[src/rtl/riscv_store_aligner.sv]
// rtl/riscv_store_aligner.sv - store request to doubleword-aligned write beats with byte strobes
//
// Purpose:
//   Holds one store request from the MEM stage and turns it into one or two
//   64-bit write beats for the data memory port. Each beat carries lane-positioned
//   data and byte strobes. Requests use a valid/ready handshake. Beats use a
//   valid/ready handshake.
//
// Configuration:
//   RISCV_STALIGN_MISALIGN_EN
//     Defined:   every address is legal. A store that crosses a doubleword
//                boundary is issued as a LO beat followed by a HI beat.
//     Undefined: only naturally aligned stores are legal. Any other store is
//                rejected with a misalign pulse and no write beat.
//
// Ports:
//   i_riscv_stalign_clk        core clock
//   i_riscv_stalign_rst        asynchronous reset, active-high
//   i_riscv_stalign_req_valid  store request valid
//   o_riscv_stalign_req_ready  idle, can accept a request
//   i_riscv_stalign_sel        00 sb, 01 sh, 10 sw, 11 sd
//   i_riscv_stalign_addr       byte address of the store
//   i_riscv_stalign_data       right-justified store data
//   o_riscv_stalign_wvalid     write beat valid
//   i_riscv_stalign_wready     memory accepts the beat
//   o_riscv_stalign_waddr      doubleword-aligned beat address
//   o_riscv_stalign_wdata      lane-positioned write data
//   o_riscv_stalign_wstrb      byte enables
//   o_riscv_stalign_done       pulse: final beat of the request accepted
//   o_riscv_stalign_misalign   pulse: request rejected as misaligned

module riscv_store_aligner #(
  parameter int ADDR_W = 64
) (
  input  logic              i_riscv_stalign_clk,
  input  logic              i_riscv_stalign_rst,
  input  logic              i_riscv_stalign_req_valid,
  output logic              o_riscv_stalign_req_ready,
  input  logic [1:0]        i_riscv_stalign_sel,
  input  logic [ADDR_W-1:0] i_riscv_stalign_addr,
  input  logic [63:0]       i_riscv_stalign_data,
  output logic              o_riscv_stalign_wvalid,
  input  logic              i_riscv_stalign_wready,
  output logic [ADDR_W-1:0] o_riscv_stalign_waddr,
  output logic [63:0]       o_riscv_stalign_wdata,
  output logic [7:0]        o_riscv_stalign_wstrb,
  output logic              o_riscv_stalign_done,
  output logic              o_riscv_stalign_misalign
);

`ifdef RISCV_STALIGN_MISALIGN_EN
  localparam bit MISALIGN_EN = 1'b1;
`else
  localparam bit MISALIGN_EN = 1'b0;
`endif

  typedef enum logic [1:0] {
    ST_IDLE = 2'd0,
    ST_LO   = 2'd1,
    ST_HI   = 2'd2,
    ST_ERR  = 2'd3
  } state_t;

  state_t              state_q, state_d;
  logic [ADDR_W-1:0]   base_q, base_d;
  logic [127:0]        lane_q, lane_d;
  logic [15:0]         strb_q, strb_d;
  logic                cross_q, cross_d;
  logic                done_q, done_d;
  logic                misalign_q, misalign_d;

  // Request decode, evaluated on the live inputs and captured on accept.
  logic [3:0]          nb_c;
  logic [2:0]          off_c;
  logic                aligned_c;
  logic                cross_c;
  logic                legal_c;
  logic [63:0]         dmask_c;
  logic [7:0]          smask_c;
  logic [127:0]        lane_c;
  logic [15:0]         strb_c;

  always_comb begin
    off_c     = i_riscv_stalign_addr[2:0];
    nb_c      = 4'd1;
    aligned_c = 1'b1;
    dmask_c   = 64'd0;
    smask_c   = 8'h00;
    case (i_riscv_stalign_sel)
      2'b00: begin
        nb_c      = 4'd1;
        aligned_c = 1'b1;
        dmask_c   = {56'd0, i_riscv_stalign_data[7:0]};
        smask_c   = 8'h01;
      end
      2'b01: begin
        nb_c      = 4'd2;
        aligned_c = (off_c[0] == 1'b0);
        dmask_c   = {48'd0, i_riscv_stalign_data[15:0]};
        smask_c   = 8'h03;
      end
      2'b10: begin
        nb_c      = 4'd4;
        aligned_c = (off_c[1:0] == 2'b00);
        dmask_c   = {32'd0, i_riscv_stalign_data[31:0]};
        smask_c   = 8'h0F;
      end
      default: begin
        nb_c      = 4'd8;
        aligned_c = (off_c == 3'b000);
        dmask_c   = i_riscv_stalign_data;
        smask_c   = 8'hFF;
      end
    endcase
    // off + nb never exceeds 15, so 4 bits hold the sum without overflow.
    cross_c = (({1'b0, off_c} + nb_c) > 4'd8);
    legal_c = MISALIGN_EN | aligned_c;
    lane_c  = {64'd0, dmask_c} << {off_c, 3'b000};
    strb_c  = {8'd0, smask_c} << off_c;
  end

  // Next-state and captured request. With the feature compiled out a crossing
  // store is never legal, so LO always finishes and HI is unreachable; with it
  // compiled in every store is legal, so ERR and misalign never occur.
  always_comb begin
    state_d    = state_q;
    base_d     = base_q;
    lane_d     = lane_q;
    strb_d     = strb_q;
    cross_d    = cross_q;
    done_d     = 1'b0;
    misalign_d = 1'b0;
    case (state_q)
      ST_IDLE: begin
        if (i_riscv_stalign_req_valid) begin
          base_d  = {i_riscv_stalign_addr[ADDR_W-1:3], 3'b000};
          lane_d  = lane_c;
          strb_d  = strb_c;
          cross_d = cross_c;
          state_d = legal_c ? ST_LO : ST_ERR;
        end
      end
      ST_LO: begin
        if (i_riscv_stalign_wready) begin
          if (cross_q) begin
            state_d = ST_HI;
          end else begin
            state_d = ST_IDLE;
            done_d  = 1'b1;
          end
        end
      end
      ST_HI: begin
        if (i_riscv_stalign_wready) begin
          state_d = ST_IDLE;
          done_d  = 1'b1;
        end
      end
      ST_ERR: begin
        state_d    = ST_IDLE;
        misalign_d = 1'b1;
      end
      default: begin
        state_d = ST_IDLE;
      end
    endcase
  end

  always_ff @(posedge i_riscv_stalign_clk or posedge i_riscv_stalign_rst) begin
    if (i_riscv_stalign_rst) begin
      state_q    <= ST_IDLE;
      base_q     <= '0;
      lane_q     <= '0;
      strb_q     <= '0;
      cross_q    <= 1'b0;
      done_q     <= 1'b0;
      misalign_q <= 1'b0;
    end else begin
      state_q    <= state_d;
      base_q     <= base_d;
      lane_q     <= lane_d;
      strb_q     <= strb_d;
      cross_q    <= cross_d;
      done_q     <= done_d;
      misalign_q <= misalign_d;
    end
  end

  // Beat outputs decode straight from the state register, so they are stable
  // while a beat waits for wready and drop to 0 the moment reset lands.
  always_comb begin
    o_riscv_stalign_wvalid = 1'b0;
    o_riscv_stalign_waddr  = '0;
    o_riscv_stalign_wdata  = 64'd0;
    o_riscv_stalign_wstrb  = 8'h00;
    case (state_q)
      ST_LO: begin
        o_riscv_stalign_wvalid = 1'b1;
        o_riscv_stalign_waddr  = base_q;
        o_riscv_stalign_wdata  = lane_q[63:0];
        o_riscv_stalign_wstrb  = strb_q[7:0];
      end
      ST_HI: begin
        o_riscv_stalign_wvalid = 1'b1;
        o_riscv_stalign_waddr  = base_q + ADDR_W'(8);
        o_riscv_stalign_wdata  = lane_q[127:64];
        o_riscv_stalign_wstrb  = strb_q[15:8];
      end
      default: begin
        o_riscv_stalign_wvalid = 1'b0;
      end
    endcase
  end

  assign o_riscv_stalign_req_ready = (state_q == ST_IDLE);
  assign o_riscv_stalign_done      = done_q;
  assign o_riscv_stalign_misalign  = misalign_q;

endmodule
[config.mk]
export PLATFORM = sky130hd
export DESIGN_NAME = riscv_store_aligner
export DESIGN_NICKNAME = d
export VERILOG_FILES = /design/src/rtl/riscv_store_aligner.sv
export SDC_FILE = /design/constraint.sdc
export NUM_CORES = 1
export LEC_CHECK = 0
export ABC_AREA = 1
export CORE_ASPECT_RATIO = 1.4
export CORE_UTILIZATION = 54
export CTS_BUF_LIST = sky130_fd_sc_hd__clkbuf_4 sky130_fd_sc_hd__clkbuf_8
export CTS_CLUSTER_DIAMETER = 60
export DETAILED_ROUTE_END_ITERATION = 8
export PLACE_DENSITY = 0.95
export SLEW_MARGIN = 20
export SYNTH_ARGS = -nofsm -noshare
export SYNTH_HDL_FRONTEND = slang
export SYNTH_SLANG_ARGS = --single-unit
[constraint.sdc]
create_clock -name i_riscv_stalign_clk -period 10.8 [get_ports i_riscv_stalign_clk]
set_input_delay 1.62 -clock i_riscv_stalign_clk [delete_from_list [all_inputs] [get_ports i_riscv_stalign_clk]]
set_output_delay 1.62 -clock i_riscv_stalign_clk [all_outputs]
set_load 0.01 [all_outputs]
Word-level counts from Yosys, hierarchy flattened
Cells that the tools add are included.

Output and inout bits: 140. Register bits: 210. Input bits: 134. Logic and storage cells: 47.

$add $sub $neg: 2. Equality and inequality tests: 8. Multiplexer cells: 19. Reductions and logical operators: 7. Shift operators: 2. Order comparisons: 1. Bitwise gates (word level): 1.

Operators by type and width (count): $pmux W64 S2 (2); $pmux W64 S3 (1); $shl A64 B6 Y128 (1); $add A64 B4 Y64 const B (1); $pmux W8 S3 (1); $pmux W8 S2 (1); $shl A8 B3 Y16 (1); $pmux W4 S3 (1); $mux W2 (5); $pmux W2 S4 (1); $eq A2 B2 Y1 const B (3); $logic_not A2 Y1 (3); $ne A2 B2 Y1 const B (3); $mux W1 (5); $add A3 B4 Y4 (1); $eq A2 B1 Y1 const B (2); $gt A4 B4 Y1 const B (1); $logic_not A3 Y1 (1); $pmux W1 S3 (1); $reduce_and A3 Y1 (1); $pmux W1 S2 (1); $reduce_and A2 Y1 (1); $reduce_or A2 Y1 (1); $not A1 Y1 (1).

Logic depth before layout (Yosys ltp)
Word-level depth: 5. Gate-level depth with buffers: 10. Mapped depth without buffers: 10.

Least setup slack after synthesis
Ideal clock, no wire load.

Kind: register -> output. Start: register state_q[0]. End: output o_riscv_stalign_waddr[33]. Data required time: 9180 ps. Setup slack: 7425 ps. Path buffers: 2. Arrival time: 1755 ps. Cell stages (with the launch flop): 9. Cells stage by stage: dfrtp_1 inv_1 ha_1 nand2_1 inv_1 buf_2 clkbuf_1 nand2_1 nand2_1.

Cells in the longest elaborated chain, start to end: 2. Elaborated cells between the ends (all ways): 3. Classes of those cells: 2 x eq/ne; 1 x mux.

RTL lines: from (decl) (line 64) `state_t state_q, state_d;`; from (signal assigned) (line 179) `state_q <= state_d;`; $eq A2 B2 Y1 / $eq A2 B1 Y1 (equally long branches) (line 196) `case (state_q)`; $pmux W64 S2 (*) (line 196); to (decl) (line 44) `output logic [ADDR_W-1:0] o_riscv_stalign_waddr,`.

Every way passes the cells marked *; elsewhere a longest branch is shown, timed or not.

Worst setup path in the final report
Start: register state_q[1]. End: output o_riscv_stalign_wdata[5].

Cells in the longest elaborated chain, start to end: 2. Elaborated cells between the ends (all ways): 3. Classes of those cells: 2 x eq/ne; 1 x mux.

RTL lines: $eq A2 B2 Y1 / $eq A2 B1 Y1 (equally long branches) (line 196); $pmux W64 S2 (*) (line 196); to (decl) (line 45) `output logic [63:0] o_riscv_stalign_wdata,`.

Marks and branches as above.

==> results.rst <==
.. list-table::
   :header-rows: 1

   * - Metric
     - Value
   * - Cell at the slowest stage of the critical path
     - clkdlybuf4s50_1
   * - Cell Area, Synth
     - 0.0132 mm2
   * - Non-Filler Cell Area, Final
     - 0.0166 mm2
   * - All-layer global routing usage
     - 0.438
   * - Via count of the first global-routing pass
     - 15,100
   * - Clock insertion delay at the later pin of the skew report
     - 0.57 ns
   * - Slew Limit Fails
     - 0
   * - First-pass iteration count of the detailed router
     - 6
   * - Critical path startpoint category
     - flip-flop
   * - Average instance area after synthesis
     - 6.69 um2
   * - Antenna violations before repair
     - 2
   * - Post-route clock period utilization
     - 0.497
   * - Detailed placer's ending HPWL
     - approximately 39 mm
   * - Endpoint kind of the worst setup timing path
     - primary output
   * - Total of cells resized after clock tree synthesis
     - 0
   * - CTS tree
     - built
   * - Chip Height
     - 187 um
   * - Clk pin slew, worst setup/hold paths
     - 0.06 ns
   * - Final standard cell count with taps included and fillers excluded
     - 2,528
   * - Clock tree buffer depth
     - 3
   * - Post-route setup TNS
     - 0 ns
   * - Path type of the worst setup path
     - flip-flop to primary output
   * - Leakage Power
     - 7.09 nW
   * - Peak VDD IR
     - 0.171 mV
   * - Synth cell types
     - 43
   * - Worst stage delay on the critical path
     - around 0.66 ns
   * - Library cell occupying the most area in the post-synthesis netlist
     - dfrtp_1
   * - Post-synthesis share of cell area spent on full adders, half adders and majority gates
     - 0.00910
   * - Total Nets Final
     - ~2,300
   * - Global-route wire length before repair
     - 83.1 mm
   * - Num rows
     - 67
   * - Compound-cell area share of the yosys netlist
     - 0.189
   * - Detail-routed via count per cell
     - approximately 6
   * - Critical-path maximum fanout
     - 42
   * - Crit path time final
     - 5.37 ns
   * - FFs w/ async S/R, synth
     - 1.00
   * - Post-CTS setup buffers
     - 0
   * - Total power consumption of the routed design
     - 3.61 mW
   * - Number of buffers created by CTS
     - 35
   * - Core area
     - 0.0240 mm2
   * - Synth Flop Type
     - dfrtp_1
   * - Cells traversed along the worst timing path
     - inv_1, ha_1, nand2_1, inv_2, buf_4, nand2_1, o21ai_0, clkdlybuf4s50_1
   * - Final-layout worst hold slack
     - 0.514 ns
   * - F_max
     - 0.186 GHz
   * - Max_slew headroom
     - 0.245
   * - Yosys warning total
     - 0
   * - Post-synthesis cell count
     - 1,974
   * - Dpl cells
     - 2,464
   * - Number of DRC violations after detailed-routing iteration 0
     - 1,598
   * - GRT overflow
     - 0
   * - Yosys reg bits
     - 201
   * - CP Data Arrival Time
     - 3.75 ns
   * - Pwr/cell area
     - 217 mW/mm2
   * - Finish-stage setup viols
     - 0
   * - Final routed DRC violation total
     - 0
   * - DIE AREA
     - 0.0251 mm2
   * - Cell with the most instances after synthesis
     - nand2_1
   * - RSZ-0062 raised after global routing
     - false
   * - Largest family of logic cells by synthesized area
     - simple AND/OR/NAND/NOR gates
   * - Dominant cell type by count on the critical path
     - nand2_1
   * - Endpoint required time on the critical path
     - 9.18 ns
   * - Layout-stage area growth over the synthesis result
     - 26.0%
   * - Area share of xor/xnor cells in the synthesized design
     - 0.00133
   * - Simple-gate share of the synthesized area
     - 0.322
   * - Final Routed Wirelength
     - 54.2 mm
   * - Sequential area share after synthesis
     - 0.381
   * - Leading post-synthesis cells by instance count
     - 659 x nand2_1, 247 x o21ai_0, 207 x inv_1, 201 x dfrtp_1, 159 x nor2_1
   * - Final weighted congestion in routability-driven placement
     - 1.01
   * - Vias
     - 15,200
   * - Worst setup slack after layout
     - 5.43 ns
   * - Horiz. Die Dim
     - about 130 um
   * - Share of synthesized area spent on multiplexers
     - 0
   * - Setup skew after layout
     - 0.0132 ns
   * - CTS Sinks
     - 201
   * - Number of primary I/O pins
     - 274
   * - Pin count of the biggest net entering global routing
     - 124
   * - Largest cells by area after synthesis
     - dfrtp_1 38%, nand2_1 19%, o21ai_0 9.4%
   * - Synth top area share
     - 0.381
   * - WL per Instance
     - 21.4 um
   * - Transition time of the tightest slew-check pin
     - 1.13 ns
   * - Effective utilization at floorplan
     - 0.551
   * - Result of the run
     - complete, no violations
   * - Class of the worst hold path
     - flip-flop to flip-flop
   * - Number of enable flip-flop cells after synthesis
     - 0
   * - Pre-CTS setup slack
     - 6.11 ns
   * - Share of final-layout standard cells stronger than drive strength 1
     - 0.0659
   * - Count of buffers from port buffering
     - between 200 and 300
   * - Final hold violation count
     - 0
   * - # H-tree levels
     - 2
   * - Master cell of the clock root buffer
     - clkbuf_8
   * - Number of hold buffers added after CTS
     - 0
   * - DP Area
     - 0.0159 mm2
   * - Final standard cell utilization of the core
     - 0.694
   * - Number of nets with antenna violations after routing
     - 0
   * - Reported max-cap violation count
     - 0
==> routing by layer <==
metal	wire, um	share of wire	track usage
met3	4910	0.091	0.0829
met1	18300	0.34	0.486
met2	25800	0.48	0.723
met5	17	0.00031	0
met4	5140	0.095	0.363
==> path summary, 6_finish.rpt <==
check	start	endpoint	slack [ns]	cells after the start
worst max-delay path	state_q[1]$_DFFE_PP0P_	o_riscv_stalign_wdata[5]	5.43	8
worst min-delay path	lane_q[71]$_DFFE_PP0P_	lane_q[71]$_DFFE_PP0P_	0.51	2
worst max register to register	state_q[1]$_DFFE_PP0P_	strb_q[7]$_DFFE_PP0P_	7.19	8
worst min register to register	lane_q[71]$_DFFE_PP0P_	lane_q[71]$_DFFE_PP0P_	0.51	2
max in group asynchronous	i_riscv_stalign_rst	base_q[31]$_DFFE_PP0P_	7.54	3
min in group asynchronous	i_riscv_stalign_rst	base_q[16]$_DFFE_PP0P_	1.67	2
==> worst max-delay path, delay by kind of cell (launching register included) <==
kind	cells	cell delay [ns]
AOI/OAI and AO/OA	1	0.27
adders and majority gates	1	0.42
buffers and inverters	4	1.85
DFF	1	0.40
and+or+nand+nor	2	0.22
==> layout make-up <==
type                            instances  area, um2
Multi-Input combinational cell       1457       6910
Clock buffer                           49        624
Tap cell                              310        388
Fill cell                            2130       7330
Sequential cell                       201       5030
Antenna cell                            2       5.00
Inverter                              216        821
Timing Repair Buffer                  280       2770
Clock inverter                         13        103
==> power breakdown <==
| group | switching, mW | internal, mW |
|---|---|---|
| Combinational | 0.948 | 0.562 |
| Clock | 0.345 | 0.402 |
| Sequential | 0.301 | 1.05 |
==> kinds of logic (layout without fill, tap and decap cells) <==
group	count (synthesis)	count (layout)
simple gates	1006	1006
compound gates	437	437
buf+inv	318	558
flops	201	201
fa+ha+maj	9	9
xor+xnor	2	2
other cells	1	5
==> registers in the layout (all words and copies together), names as in the netlist <==
signal / flops
base_q: 61
state_q: 2
o_riscv_stalign_done: 1
lane_q: 120
cross_q: 1
o_riscv_stalign_misalign: 1
strb_q: 15
==> placed cells by master, fill, tap and decap left out, types with 6 or more instances in the layout <==
cell and instances:
nor2_4 15, or2_1 6, o211ai_1 33, nand4_1 14
ha_1 8, clkbuf_4 8, nor2_2 16, buf_4 10
nor2_1 159, clkdlybuf4s50_1 268, o221ai_1 11, o21ai_0 246
and2_1 8, a21oi_1 17, o21ai_1 22, clkinv_2 8
or2_2 10, nand3_1 91, dfrtp_1 201, o22ai_1 74
inv_2 9, a22oi_1 18, inv_1 205, nand2_1 658
clkbuf_8 41, nand2_4 6, a21boi_0 8, nand2_2 9
nor3_1 8
No activity file was read; power rests on OpenSTA's default activity.
